File: config.mk
export PLATFORM = sky130hd
export DESIGN_NAME = rvfi_ibus_responder_flat
export DESIGN_NICKNAME = d
export VERILOG_FILES = /design/src/rtl/rvfi_ibus_responder_if.sv /design/src/rtl/rvfi_ibus_responder.sv /design/src/flat_wrapper.sv
export SDC_FILE = /design/constraint.sdc
export NUM_CORES = 1
export LEC_CHECK = 0
export ABC_AREA = 1
export BUFFER_PORTS_ARGS = -buffer_cell sky130_fd_sc_hd__buf_4
export CAP_MARGIN = 5
export CORE_MARGIN = 8
export CORE_UTILIZATION = 40
export DETAILED_ROUTE_END_ITERATION = 8
export PLACE_DENSITY = 0.72
export SETUP_SLACK_MARGIN = 0.5
export SLEW_MARGIN = 5
export SYNTH_ARGS = -nofsm -noshare
export SYNTH_HDL_FRONTEND = slang
export SYNTH_SLANG_ARGS = --single-unit
File: constraint.sdc
create_clock -name clk_i -period 1.8 [get_ports clk_i]
set_input_delay 0.09 -clock clk_i [delete_from_list [all_inputs] [get_ports clk_i]]
set_output_delay 0.09 -clock clk_i [all_outputs]
set_load 0.005 [all_outputs]
File: src/rtl/rvfi_ibus_responder_if.sv
// Instruction fetch bus between a core (master) and the ibus responder model (slave).
interface rvfi_ibus_responder_if;
  logic        instr_req;
  logic [31:0] instr_addr;
  logic        instr_gnt;
  logic        instr_rvalid;
  logic [31:0] instr_rdata;
  logic        instr_err;

  modport master (
    output instr_req, instr_addr,
    input  instr_gnt, instr_rvalid, instr_rdata, instr_err
  );

  modport slave (
    input  instr_req, instr_addr,
    output instr_gnt, instr_rvalid, instr_rdata, instr_err
  );
endinterface

File: src/rtl/rvfi_ibus_responder.sv
// In-order instruction-bus responder with bounded latency and free stall/data inputs.
// Optional core-side protocol monitor enabled by macro RVFI_IBUS_RESP_CHECK_EN.
module rvfi_ibus_responder #(
  parameter int unsigned MaxOutstanding = 2,
  parameter int unsigned MinLatency     = 1,
  parameter int unsigned MaxLatency     = 3
) (
  input  logic                                 clk_i,
  input  logic                                 rst_ni,
  rvfi_ibus_responder_if.slave                 bus,
  input  logic                                 gnt_allow_i,
  input  logic                                 rsp_allow_i,
  input  logic [31:0]                          rsp_data_i,
  output logic [$clog2(MaxOutstanding+1)-1:0]  outstanding_o,
  output logic [31:0]                          resp_addr_o,
  output logic                                 proto_err_o
);
  localparam int unsigned CntW = $clog2(MaxOutstanding + 1);
  localparam int unsigned PtrW = (MaxOutstanding > 1) ? $clog2(MaxOutstanding) : 1;
  localparam int unsigned AgeW = $clog2(MaxLatency + 1);

  localparam logic [CntW-1:0] MaxCnt  = CntW'(MaxOutstanding);
  localparam logic [PtrW-1:0] LastPtr = PtrW'(MaxOutstanding - 1);
  localparam logic [AgeW-1:0] MinAge  = AgeW'(MinLatency);
  localparam logic [AgeW-1:0] MaxAge  = AgeW'(MaxLatency);
  localparam logic [AgeW-1:0] OneAge  = AgeW'(1);

  logic [31:0]     addr_q  [MaxOutstanding];
  logic [AgeW-1:0] age_q   [MaxOutstanding];
  logic            valid_q [MaxOutstanding];
  logic [PtrW-1:0] rd_ptr_q, wr_ptr_q;
  logic [CntW-1:0] count_q;

  logic            push, pop;
  logic            head_valid;
  logic [AgeW-1:0] head_age;

  function automatic logic [PtrW-1:0] ptr_inc(input logic [PtrW-1:0] p);
    return (p == LastPtr) ? '0 : p + PtrW'(1);
  endfunction

  assign head_valid = valid_q[rd_ptr_q];
  assign head_age   = age_q[rd_ptr_q];

  // Outputs are gated by rst_ni so they fall the moment reset asserts, not at the next edge.
  assign push = rst_ni & bus.instr_req & gnt_allow_i & (count_q < MaxCnt);
  assign pop  = rst_ni & head_valid & (head_age >= MinAge)
              & (rsp_allow_i | (head_age == MaxAge));

  assign bus.instr_gnt    = push;
  assign bus.instr_rvalid = pop;
  assign bus.instr_rdata  = pop ? rsp_data_i : '0;
  assign bus.instr_err    = 1'b0;
  assign resp_addr_o      = pop ? addr_q[rd_ptr_q] : '0;
  assign outstanding_o    = count_q;

  // A pushed entry is stored already aged one cycle, so it is eligible the cycle after grant.
  for (genvar gi = 0; gi < MaxOutstanding; gi++) begin : g_entry
    logic wr_here, rd_here;
    assign wr_here = push && (wr_ptr_q == PtrW'(gi));
    assign rd_here = pop && (rd_ptr_q == PtrW'(gi));

    always_ff @(posedge clk_i or negedge rst_ni) begin
      if (!rst_ni) begin
        valid_q[gi] <= 1'b0;
        age_q[gi]   <= '0;
        addr_q[gi]  <= '0;
      end else if (wr_here) begin
        valid_q[gi] <= 1'b1;
        age_q[gi]   <= OneAge;
        addr_q[gi]  <= bus.instr_addr;
      end else if (rd_here) begin
        valid_q[gi] <= 1'b0;
        age_q[gi]   <= '0;
      end else if (valid_q[gi] && (age_q[gi] != MaxAge)) begin
        age_q[gi] <= age_q[gi] + OneAge;
      end
    end
  end

  always_ff @(posedge clk_i or negedge rst_ni) begin
    if (!rst_ni) begin
      rd_ptr_q <= '0;
      wr_ptr_q <= '0;
      count_q  <= '0;
    end else begin
      if (push) wr_ptr_q <= ptr_inc(wr_ptr_q);
      if (pop)  rd_ptr_q <= ptr_inc(rd_ptr_q);
      case ({push, pop})
        2'b10:   count_q <= count_q + CntW'(1);
        2'b01:   count_q <= count_q - CntW'(1);
        default: count_q <= count_q;
      endcase
    end
  end

`ifdef RVFI_IBUS_RESP_CHECK_EN
  logic        pend_q;
  logic [31:0] pend_addr_q;
  logic        perr_q;
  logic        viol_hold, viol_align;

  // A request left ungranted must be held stable with the same address.
  assign viol_hold  = pend_q & (~bus.instr_req | (bus.instr_addr != pend_addr_q));
  assign viol_align = bus.instr_req & bus.instr_addr[0];

  always_ff @(posedge clk_i or negedge rst_ni) begin
    if (!rst_ni) begin
      pend_q      <= 1'b0;
      pend_addr_q <= '0;
      perr_q      <= 1'b0;
    end else begin
      pend_q      <= bus.instr_req & ~push;
      pend_addr_q <= bus.instr_addr;
      if (viol_hold | viol_align) perr_q <= 1'b1;
    end
  end

  assign proto_err_o = perr_q;

`ifdef FORMAL
  always @(posedge clk_i) begin
    if (rst_ni) begin
      assert (!viol_hold);
      assert (!viol_align);
    end
  end
`endif
`else
  assign proto_err_o = 1'b0;
`endif

endmodule

File: src/flat_wrapper.sv
// flat-port wrapper written by rule: the top's interface ports become plain ports
module rvfi_ibus_responder_flat 
#(
  parameter int unsigned MaxOutstanding = 2,
  parameter int unsigned MinLatency     = 1,
  parameter int unsigned MaxLatency     = 3
)
  (clk_i, rst_ni, gnt_allow_i, rsp_allow_i, rsp_data_i, outstanding_o, resp_addr_o, proto_err_o, bus_instr_req, bus_instr_addr, bus_instr_gnt, bus_instr_rvalid, bus_instr_rdata, bus_instr_err);
  rvfi_ibus_responder_if bus_i ();
  input  logic clk_i;
  input  logic rst_ni;
  input  logic gnt_allow_i;
  input  logic rsp_allow_i;
  input  logic [31:0] rsp_data_i;
  output logic [$clog2(MaxOutstanding+1)-1:0] outstanding_o;
  output logic [31:0] resp_addr_o;
  output logic proto_err_o;
  input wire logic [$bits(bus_i.instr_req)-1:0] bus_instr_req;
  input wire logic [$bits(bus_i.instr_addr)-1:0] bus_instr_addr;
  output wire logic [$bits(bus_i.instr_gnt)-1:0] bus_instr_gnt;
  output wire logic [$bits(bus_i.instr_rvalid)-1:0] bus_instr_rvalid;
  output wire logic [$bits(bus_i.instr_rdata)-1:0] bus_instr_rdata;
  output wire logic [$bits(bus_i.instr_err)-1:0] bus_instr_err;
  assign bus_i.instr_req = bus_instr_req;
  assign bus_i.instr_addr = bus_instr_addr;
  assign bus_instr_gnt = bus_i.instr_gnt;
  assign bus_instr_rvalid = bus_i.instr_rvalid;
  assign bus_instr_rdata = bus_i.instr_rdata;
  assign bus_instr_err = bus_i.instr_err;
  rvfi_ibus_responder #(.MaxOutstanding(MaxOutstanding), .MinLatency(MinLatency), .MaxLatency(MaxLatency)) u_core (.clk_i(clk_i), .rst_ni(rst_ni), .bus(bus_i), .gnt_allow_i(gnt_allow_i), .rsp_allow_i(rsp_allow_i), .rsp_data_i(rsp_data_i), .outstanding_o(outstanding_o), .resp_addr_o(resp_addr_o), .proto_err_o(proto_err_o));
endmodule
==> summary.md <==
| Metric | Value |
|---|---|
| DRC viols | 0 |
| Worst-path clk slew | 0.09 ns |
| Drt first pass iters | 4 |
| Clock buffer depth | 2 |
| Peak VDD IR | 0.325 mV |
| Final #Nets | 802 |
| Wire length per cell | 18.0 um |
| Leak | 4.00 nW |
| Slowest CP cell | dfrtp_2 |
| Seq/Total Area, Yosys | 0.448 |
| Setup CP Type | reg2out |
| Slew headroom | 0.373 |
| Most common cell after layout, fill and taps aside | buf_4 |
| Avg Inst Size Synth | 7.87 um2 |
| I/O pin count | 139 |
| Most frequent cells in the layout | buf_4, inv_1, dfrtp_1 |
| Die H | 118 um |
| RSZ-0062 raised after global routing | true |
| Total grt overflow | 0 |
| Site Rows | 37 |
| Layout Area Growth over Synthesis | 84.5% |
| Synth Warn # | 0 |
| Crit. End Element | output pin |
| Pin count of the biggest net entering global routing | 73 |
| Worst skew pair latency | 0.34 ns |
| H-tree depth | 3 |
| Final worst slack | -0.191 ns |
| Slew Viols, Final | 0 |
| Tot Pwr | 3.17 mW |
| GPL Wtd Cong | 0.860 |
| Status | complete, but fails checks |
| Post-layout util | 0.749 |
| CP most frequent cell | nand2_4 |
| DR vias | 4,231 |
| Worst-path cell chain | inv_4 > nand2_4 > nand2_4 > nor2_4 > nor2_4 > nand2_4 > buf_16 > buf_4 > nor2_2 > buf_4 |
| Initial Util | 0.406 |
| Crit path launch type | flip-flop |
| CP Data Required Time | 1.71 ns |
| Vias in the first global route | 4,481 |
| Count of final hold-check violations | 3 |
| DP HPWL | 7.87 mm |
| CTS sink cnt | 74 |
| Pwr dens | 415 nW/um2 |
| Worst Clk Skew | 0.0118 ns |
| Antenna violations before repair | 0 |
| Library cells used by synthesis | 25 |
| CTS tree | built |
| GRT Total Usage | 0.196 |
| Max cap viols | 0 |
| DRT iter0 DRCs | 186 |
| Die W | 118 um |
| Share of post-route cells with drive strength above 1 | 0.585 |
| Multi-input logic area | 2660 um2 |
| Detailed Route WL | 15.7 mm |
| Die ar. | 13,800 um2 |
| CP Data Arrival Time | 1.90 ns |
| Critical path fanouts, max | 8 |
| Sequential cell area | 1850 um2 |
| Root Driver | clkbuf_8 |
| Synth Register Bits | 74 |
| Post-route ant nets | 0 |
| Total CTS buffers | 9 |
| Worst min path class | in2async |
| Failing checks | hold timing, setup timing |
| Worst hold slack | -0.0197 ns |
| Tcrit/Tclk final | 1.11 |
| Number of setup violations in the final report | 67 |
| I/O Buffers | 136 |
| Post-layout minimum cycle time | 1.99 ns |
| Filler cell count | 646 |
| Total core area | 10,200 um2 |
| Mapped cell area | 4130 um2 |
| Worst-margin pin slew | 0.940 ns |
| F_max | 502 MHz |
| Slowest stage delay, CP | 0.46 ns |
| First-pass GRT wire length | 22.2 mm |
| Synth Instances | 525 |
| Mean number of vias per cell | 4.86 |
| Ant diodes | 0 |
flip-flops by register name, summed over array words and instances (netlist names):
name,cells
u_core.wr_ptr_q,1
u_core.valid_q,2
u_core.addr_q,64
u_core.rd_ptr_q,1
u_core.outstanding_o,2
u_core.age_q,4
metrics by stage:
stage | TNS [ns] | instance area (um2) | instances | hold slack [ns] | setup WS [ns]
after CTS | -3.82 | 6680 | 859 | 0.0387 | -0.0913
after detailed placement | 0 | 5280 | 779 | -0.102 | 0.132
after global routing | -11.24 | 7620 | 871 | 0.0963 | -0.254
after floorplan | -0.0644 | 4160 | 526 | -0.206 | -0.0644
after global placement | 0 | 5280 | 779 | -0.104 | 0.165
final | -6.29 | 7620 | 871 | -0.0197 | -0.191
cell families (layout without fill, tap and decap cells):
logic type,after synthesis,after routing,share of synthesized area
AO/OA/AOI/OAI,68,68,0.0824
XOR/XNOR,4,4,0.00848
adder cells (fa/ha/maj),3,3,0.00908
buffers and inverters,111,320,0.130
flip-flops,74,74,0.448
other,1,2,0.000907
AND/OR/NAND/NOR,264,264,0.321
worst paths after layout:
kind | to | start | cells after the start | slack, ns
max in group asynchronous | u_core.rd_ptr_q$_DFFE_PN0P_ | rst_ni | 2 | 1.09
min reg2reg | u_core.addr_q[10]$_DFFE_PN0P_ | u_core.addr_q[10]$_DFFE_PN0P_ | 2 | 0.49
min in group clk_i | u_core.wr_ptr_q$_DFFE_PN0N_ | gnt_allow_i | 4 | 0.17
max | bus_instr_rdata[2] | u_core.rd_ptr_q$_DFFE_PN0P_ | 10 | -0.19
max reg2reg | u_core.outstanding_o[1]$_DFFE_PN0P_ | u_core.rd_ptr_q$_DFFE_PN0P_ | 12 | -0.12
min | u_core.addr_q[35]$_DFFE_PN0P_ | rst_ni | 2 | -0.02
worst max-delay path, delay by kind of cell, from the launching register on:
kind	cells	cell delay, ns
flip-flops	1	0.46
buffers and inverters	4	0.56
AND/OR/NAND/NOR	6	0.54
area by class of cell:
| cell class | count | area share |
|---|---|---|
| inverters | 81 | 0.0443 |
| multi-input cells | 341 | 0.349 |
| clock inverters | 6 | 0.00542 |
| clock buffers | 10 | 0.0181 |
| well taps | 136 | 0.0223 |
| repair buffers | 223 | 0.318 |
| flip-flops and latches | 74 | 0.243 |
what timing repair did:
action,in CTS,in global routing
pin swaps,48,85
hold endpoints to repair,66,0
endpoints found under the setup margin,137,139
cloned,9,6
buffers inserted,22,6
hold buffers,33,0
resized for setup,168,203
Yosys cell counts (all sizes together):
cell / number / area (um2)
nor2: 100 / 681
clkbuf: 6 / 22.5
xnor2: 3 / 26.3
buf: 24 / 209
ha: 3 / 37.5
conb: 1 / 3.75
nand3: 4 / 30.0
o21ai: 35 / 175
nand2: 158 / 603
xor2: 1 / 8.76
dfrtp: 74 / 1850
inv: 81 / 307
a21oi: 33 / 165
or2: 2 / 12.5
report_power, final:
part           switching [mW]  internal [mW]
clock                   0.664          0.538
sequential                  0           1.66
combinational           0.149          0.156
per-layer routing:
layer / part of all wire / up-vias / GRT usage
met5: 0 / - / 0
met4: 0.028 / 0 / 0.0897
met3: 0.058 / 37 / 0.0513
met2: 0.52 / 168 / 0.345
met1: 0.39 / 2048 / 0.216
li1: - / 1978 / -
(Power assumes the default switching activity.)
